## src/rtl/nibble_unloader.sv

```systemverilog
// nibble_unloader: parallel-loads a word and hands it out one hex nibble per
// debounced button press, most-significant nibble first. The remaining word
// stays visible on WORD_OUT so the operator can watch it drain.
module nibble_unloader #(
   parameter int NIBBLES   = 4,
   parameter int DB_CYCLES = 500000,
   parameter int DB_W      = 19
) (
   input  logic                   CLOCK_50,
   input  logic                   RESET_N,
   input  logic                   BTN_N,
   input  logic                   LOAD,
   input  logic [4*NIBBLES-1:0]   DATA_IN,
   output logic [3:0]             NIB_OUT,
   output logic                   NIB_VALID,
   output logic [4*NIBBLES-1:0]   WORD_OUT,
   output logic [2:0]             REMAIN,
   output logic                   EMPTY,
   output logic                   UNDERRUN
);

   localparam int              WORD_W = 4 * NIBBLES;
   localparam logic [DB_W-1:0] DB_MAX = DB_W'(DB_CYCLES - 1);
   localparam logic [2:0]      FULL   = 3'(NIBBLES);

   logic              s1;
   logic              s2;
   logic              db_state;
   logic [DB_W-1:0]   db_cnt;
   logic              press;

   logic [WORD_W-1:0] word;
   logic [2:0]        remain;
   logic [3:0]        nib_out;
   logic              nib_valid;
   logic              underrun;

   // Synchronize the raw button, debounce it, and emit a one-cycle press pulse
   // in the same edge that commits the debounced 1->0 transition.
   always_ff @(posedge CLOCK_50) begin
      if (!RESET_N) begin
         s1       <= 1'b1;
         s2       <= 1'b1;
         db_state <= 1'b1;
         db_cnt   <= '0;
         press    <= 1'b0;
      end else begin
         s1    <= BTN_N;
         s2    <= s1;
         press <= 1'b0;
         if (s2 == db_state) begin
            db_cnt <= '0;
         end else if (db_cnt == DB_MAX) begin
            db_state <= s2;
            db_cnt   <= '0;
            // db_state differs from s2 here, so db_state==1 means a falling edge
            press    <= db_state;
         end else begin
            db_cnt <= db_cnt + 1'b1;
         end
      end
   end

   // Word register and pop logic; LOAD takes priority over a coincident press.
   always_ff @(posedge CLOCK_50) begin
      if (!RESET_N) begin
         word      <= '0;
         remain    <= 3'd0;
         nib_out   <= 4'h0;
         nib_valid <= 1'b0;
         underrun  <= 1'b0;
      end else begin
         nib_valid <= 1'b0;
         underrun  <= 1'b0;
         if (LOAD) begin
            word   <= DATA_IN;
            remain <= FULL;
         end else if (press) begin
            if (remain != 3'd0) begin
               nib_out   <= word[WORD_W-1 -: 4];
               word      <= {word[WORD_W-5:0], 4'h0};
               remain    <= remain - 3'd1;
               nib_valid <= 1'b1;
            end else begin
               underrun  <= 1'b1;
            end
         end
      end
   end

   assign NIB_OUT   = nib_out;
   assign NIB_VALID = nib_valid;
   assign WORD_OUT  = word;
   assign REMAIN    = remain;
   assign EMPTY     = (remain == 3'd0);
   assign UNDERRUN  = underrun;

endmodule

```

## config.mk

```make
export PLATFORM = sky130hd
export DESIGN_NAME = nibble_unloader
export DESIGN_NICKNAME = d
export VERILOG_FILES = /design/src/rtl/nibble_unloader.sv
export SDC_FILE = /design/constraint.sdc
export NUM_CORES = 1
export LEC_CHECK = 0
export ABC_AREA = 0
export CAP_MARGIN = 0
export CORE_MARGIN = 2
export CORE_UTILIZATION = 35
export CTS_BUF_LIST = sky130_fd_sc_hd__clkbuf_4 sky130_fd_sc_hd__clkbuf_8
export DETAILED_ROUTE_END_ITERATION = 16
export HOLD_SLACK_MARGIN = 0.15
export MAX_ROUTING_LAYER = met4
export PLACE_DENSITY = 0.65
export SYNTH_ARGS = -nofsm -noshare
export SYNTH_HDL_FRONTEND = slang
export SYNTH_SLANG_ARGS = --single-unit
```

## constraint.sdc

```tcl
create_clock -name CLOCK_50 -period 2.9 [get_ports CLOCK_50]
set_input_delay 0.58 -clock CLOCK_50 [delete_from_list [all_inputs] [get_ports CLOCK_50]]
set_output_delay 0.58 -clock CLOCK_50 [all_outputs]
set_load 0.05 [all_outputs]
```

==> summary.md <==
| Metric | Value |
|---|---|
| Post-Synth XOR/XNOR Area | `0.0658` |
| Worst-Skew Late Latency | `0.30 ns` |
| Hold Slack | `0.412 ns` |
| Post-DP Area | `0.00267 sq mm` |
| Placer Congestion | `0.722` |
| Crit path cell chain | `inv_1 > ha_1 > nand2b_1 > inv_1 > clkdlybuf4s50_1` |
| Total nets after synthesis | `249` |
| PD cells | `490 mW/mm^2` |
| H-tree depth | `2` |
| Power Internal | `1.04 mW` |
| Routed via count | `1689` |
| Met2 wire len | `1.89 mm` |
| Synthesized area | `0.00213 sq mm` |
| Comb pwr share | `0.127` |
| Share of layout cells above drive strength 1 | `0.110` |
| CP Max Fanout | `6` |
| CTS Buf Count | `5` |
| Startpoint types | `flip-flop` |
| Worst-case clock buffer depth | `2` |
| Post-route cell area | `0.00279 sq mm` |
| Fmax | `0.402 GHz` |
| Drc violations | `0` |
| Synth Area per Inst | `9.43 sq um` |
| Die Height | `82.0 microns` |
| Hold Buf Count CTS | `0` |
| Die width | `82.0 microns` |
| Sequential cell area fraction in the yosys report | `0.451` |
| Setup repair bufs after CTS | `0` |
| Router iterations before antenna repair | `4` |
| Status | `completed` |
| Count of cells resized by post-cts repair | `0` |
| Met3 wire len | `253 microns` |
| CP delay by family, top | `buffers and inverters` |
| Share of the synthesized area in the top cell type | `0.451` |
| ANT cells | `0` |
| Synth cell types | `36` |
| Total grt overflow | `0` |
| CTS Root Cell | `clkbuf_8` |
| Critical Path Max Stage Delay | `0.80 ns` |
| DR iter-0 viols | `71` |
| Drt wl/cell | `12.6 microns` |
| Final Hold Vio Count | `0` |
| Count leader, synth | `dfxtp_1` |
| Gr usage total | `0.137` |
| Slew @ Worst Pin | `0.852 ns` |
| Most frequent cells after synthesis | `48 x dfxtp_1, 19 x nor2_1, 17 x nand2_1` |
| Setup TNS | `0 ns` |
| Compound-Gate Fraction of Synth Area | `0.131` |
| Slew HR | `0.431` |
| Total count of max-transition violations in the final report | `0` |
| Max Clock Skew | `0.0119 ns` |
| # clock sinks | `48` |
| Largest family of logic cells by synthesized area | `simple AND/OR/NAND/NOR gates` |
| Global-route wire length before repair | `6.97 mm` |
| Initial Utilization | `0.362` |
| Final HPWL from detailed placement | `3.05 mm` |
| Tcrit/Tclk final | `0.858` |
| EDFF count, synth | `0` |
| Post-synth top flop | `dfxtp_1` |
| CP endpoint kind | `primary output` |
| CP arrival | `1.91 ns` |
| Final ANT Viol Nets | `0` |
| WL met1 | `2.20 mm` |
| Footprint of the multi-input gates | `0.00110 sq mm` |
| Synth Instances | `226` |
| WP data required | `2.32 ns` |
| Setup violations, final | `0` |
| FP Rows | `28` |
| Critical path class | `reg2out` |
| Max rail drop VDD | `0.000243 V` |
| Min-delay worst type | `reg2reg` |
| Vias per cell | `4.85` |
| Placed insts | `340` |
| CTS tree | `built` |
| Min Tclk post-route | `2.49 ns` |
| Fin nets | `295` |
| Vias in the first global route | `1464` |
| Buffers on Ports | `45` |
| IO Pins | `46` |
| Static leakage | `1.05 nW` |
| Register Area | `961 sq um` |
| Ys async rst share | `0` |
| Detailed Route WL | `4.38 mm` |
| Pin count of the biggest net entering global routing | `26` |
| Core Region | `0.00589 sq mm` |
| Initial antenna violation count | `0` |
| Fill count | `577` |
| Synth Warn # | `0` |
| Switching share of power | `0.242` |
| Clock share of power | `0.369` |
| Yosys reg bits | `48` |
| Area contributors post-synth | `dfxtp_1 45%, mux2_2 6.3%, o211a_1 5.6%` |
| Proportion of synthesized area in mux cells | `0.0634` |
| Non-filler cells, final | `348` |
| Unrepaired setup endpoints after global routing | `false` |
| MaxCap Viol Count | `0` |
| P_sw | `0.331 mW` |
| Simple-gate area share of the yosys netlist | `0.237` |
| CTS clk-pin slew, worst paths | `0.09 ns` |
| Area leader, netlist | `dfxtp_1` |
| Area Growth Syn to Fin | `30.8%` |
| Die area | `0.00673 sq mm` |
| Max layer used | `met4` |
| Sequential Power Share | `0.504` |
| Worst path slowest cell | `clkdlybuf4s50_1` |
| Most used cell, CP | `inv_1` |
| Critical path buffers and inverters | `3` |
| Adder-cell area share of the yosys netlist | `0.0176` |
registers in the layout, indices dropped and copies added, names as in the netlist:
register	count
WORD_OUT	16
db_state	1
db_cnt	19
REMAIN	3
NIB_OUT	4
s2	1
NIB_VALID	1
UNDERRUN	1
s1	1
press	1
power groups by stage:
stage | Clock (mW) | Sequential (mW) | Combinational (mW)
2_1_floorplan | 0 | 0.755 | 0.0508
3_3_place_gp | 0 | 0.704 | 0.173
3_5_place_dp | 0 | 0.705 | 0.174
4_1_cts | 0.522 | 0.689 | 0.174
5_1_grt | 0.555 | 0.692 | 0.184
6_report | 0.505 | 0.689 | 0.173
layer usage:
metal,track usage,up-vias
li1,-,882
met2,0.196,40
met5,-,-
met4,0.0350,0
met1,0.192,763
met3,0.0352,4
stage by stage:
step                      setup WS [ns]  utilization  power (mW)
final                             0.411        0.474        1.37
after global routing              0.305        0.474        1.43
after CTS                         0.393        0.474        1.39
after detailed placement          0.733        0.453       0.878
after global placement            0.770        0.453       0.877
after floorplan                   0.805            -       0.806
cell usage in the layout (no fill, tap or decap), drive strengths merged, types with 2 or more instances in the layout:
| cell | instances |
|---|---|
| xor2 | 6 |
| inv | 9 |
| o211a | 12 |
| a21oi | 4 |
| nor4 | 7 |
| clkdlybuf4s50 | 45 |
| dfxtp | 48 |
| a31oi | 2 |
| clkbuf | 6 |
| nor2 | 19 |
| buf | 4 |
| mux2 | 12 |
| o21ai | 7 |
| nand2 | 17 |
| a21boi | 8 |
| or4 | 2 |
| ha | 3 |
| or3 | 3 |
| nor3 | 4 |
| nand3b | 4 |
| xnor2 | 10 |
| nand4 | 7 |
| nand3 | 7 |
| nand2b | 16 |
cells by family after synthesis:
| kind of cell | count (synthesis) |
|---|---|
| AND/OR/NAND/NOR | 91 |
| flip-flops | 48 |
| AO/OA/AOI/OAI | 37 |
| buffers and inverters | 19 |
| XOR/XNOR | 16 |
| multiplexers | 12 |
| adder cells (fa/ha/maj) | 3 |
worst paths after layout:
kind	startpoint	end	slack, ns	depth (start not counted)
worst max-delay path	REMAIN[0]	EMPTY	0.41	5
worst min-delay path	s1	s2	0.41	1
worst max register to register	REMAIN[0]	WORD_OUT[5]	0.78	6
worst min register to register	s1	s2	0.41	1
cell type report:
cell class              instances  area share
flip-flops and latches         48       0.345
well taps                      75      0.0337
clock inverters                 2      0.0139
multi-input cells             159       0.394
repair buffers                 49       0.172
inverters                       9      0.0121
clock buffers                   6      0.0296
(Power assumes the default switching activity.)
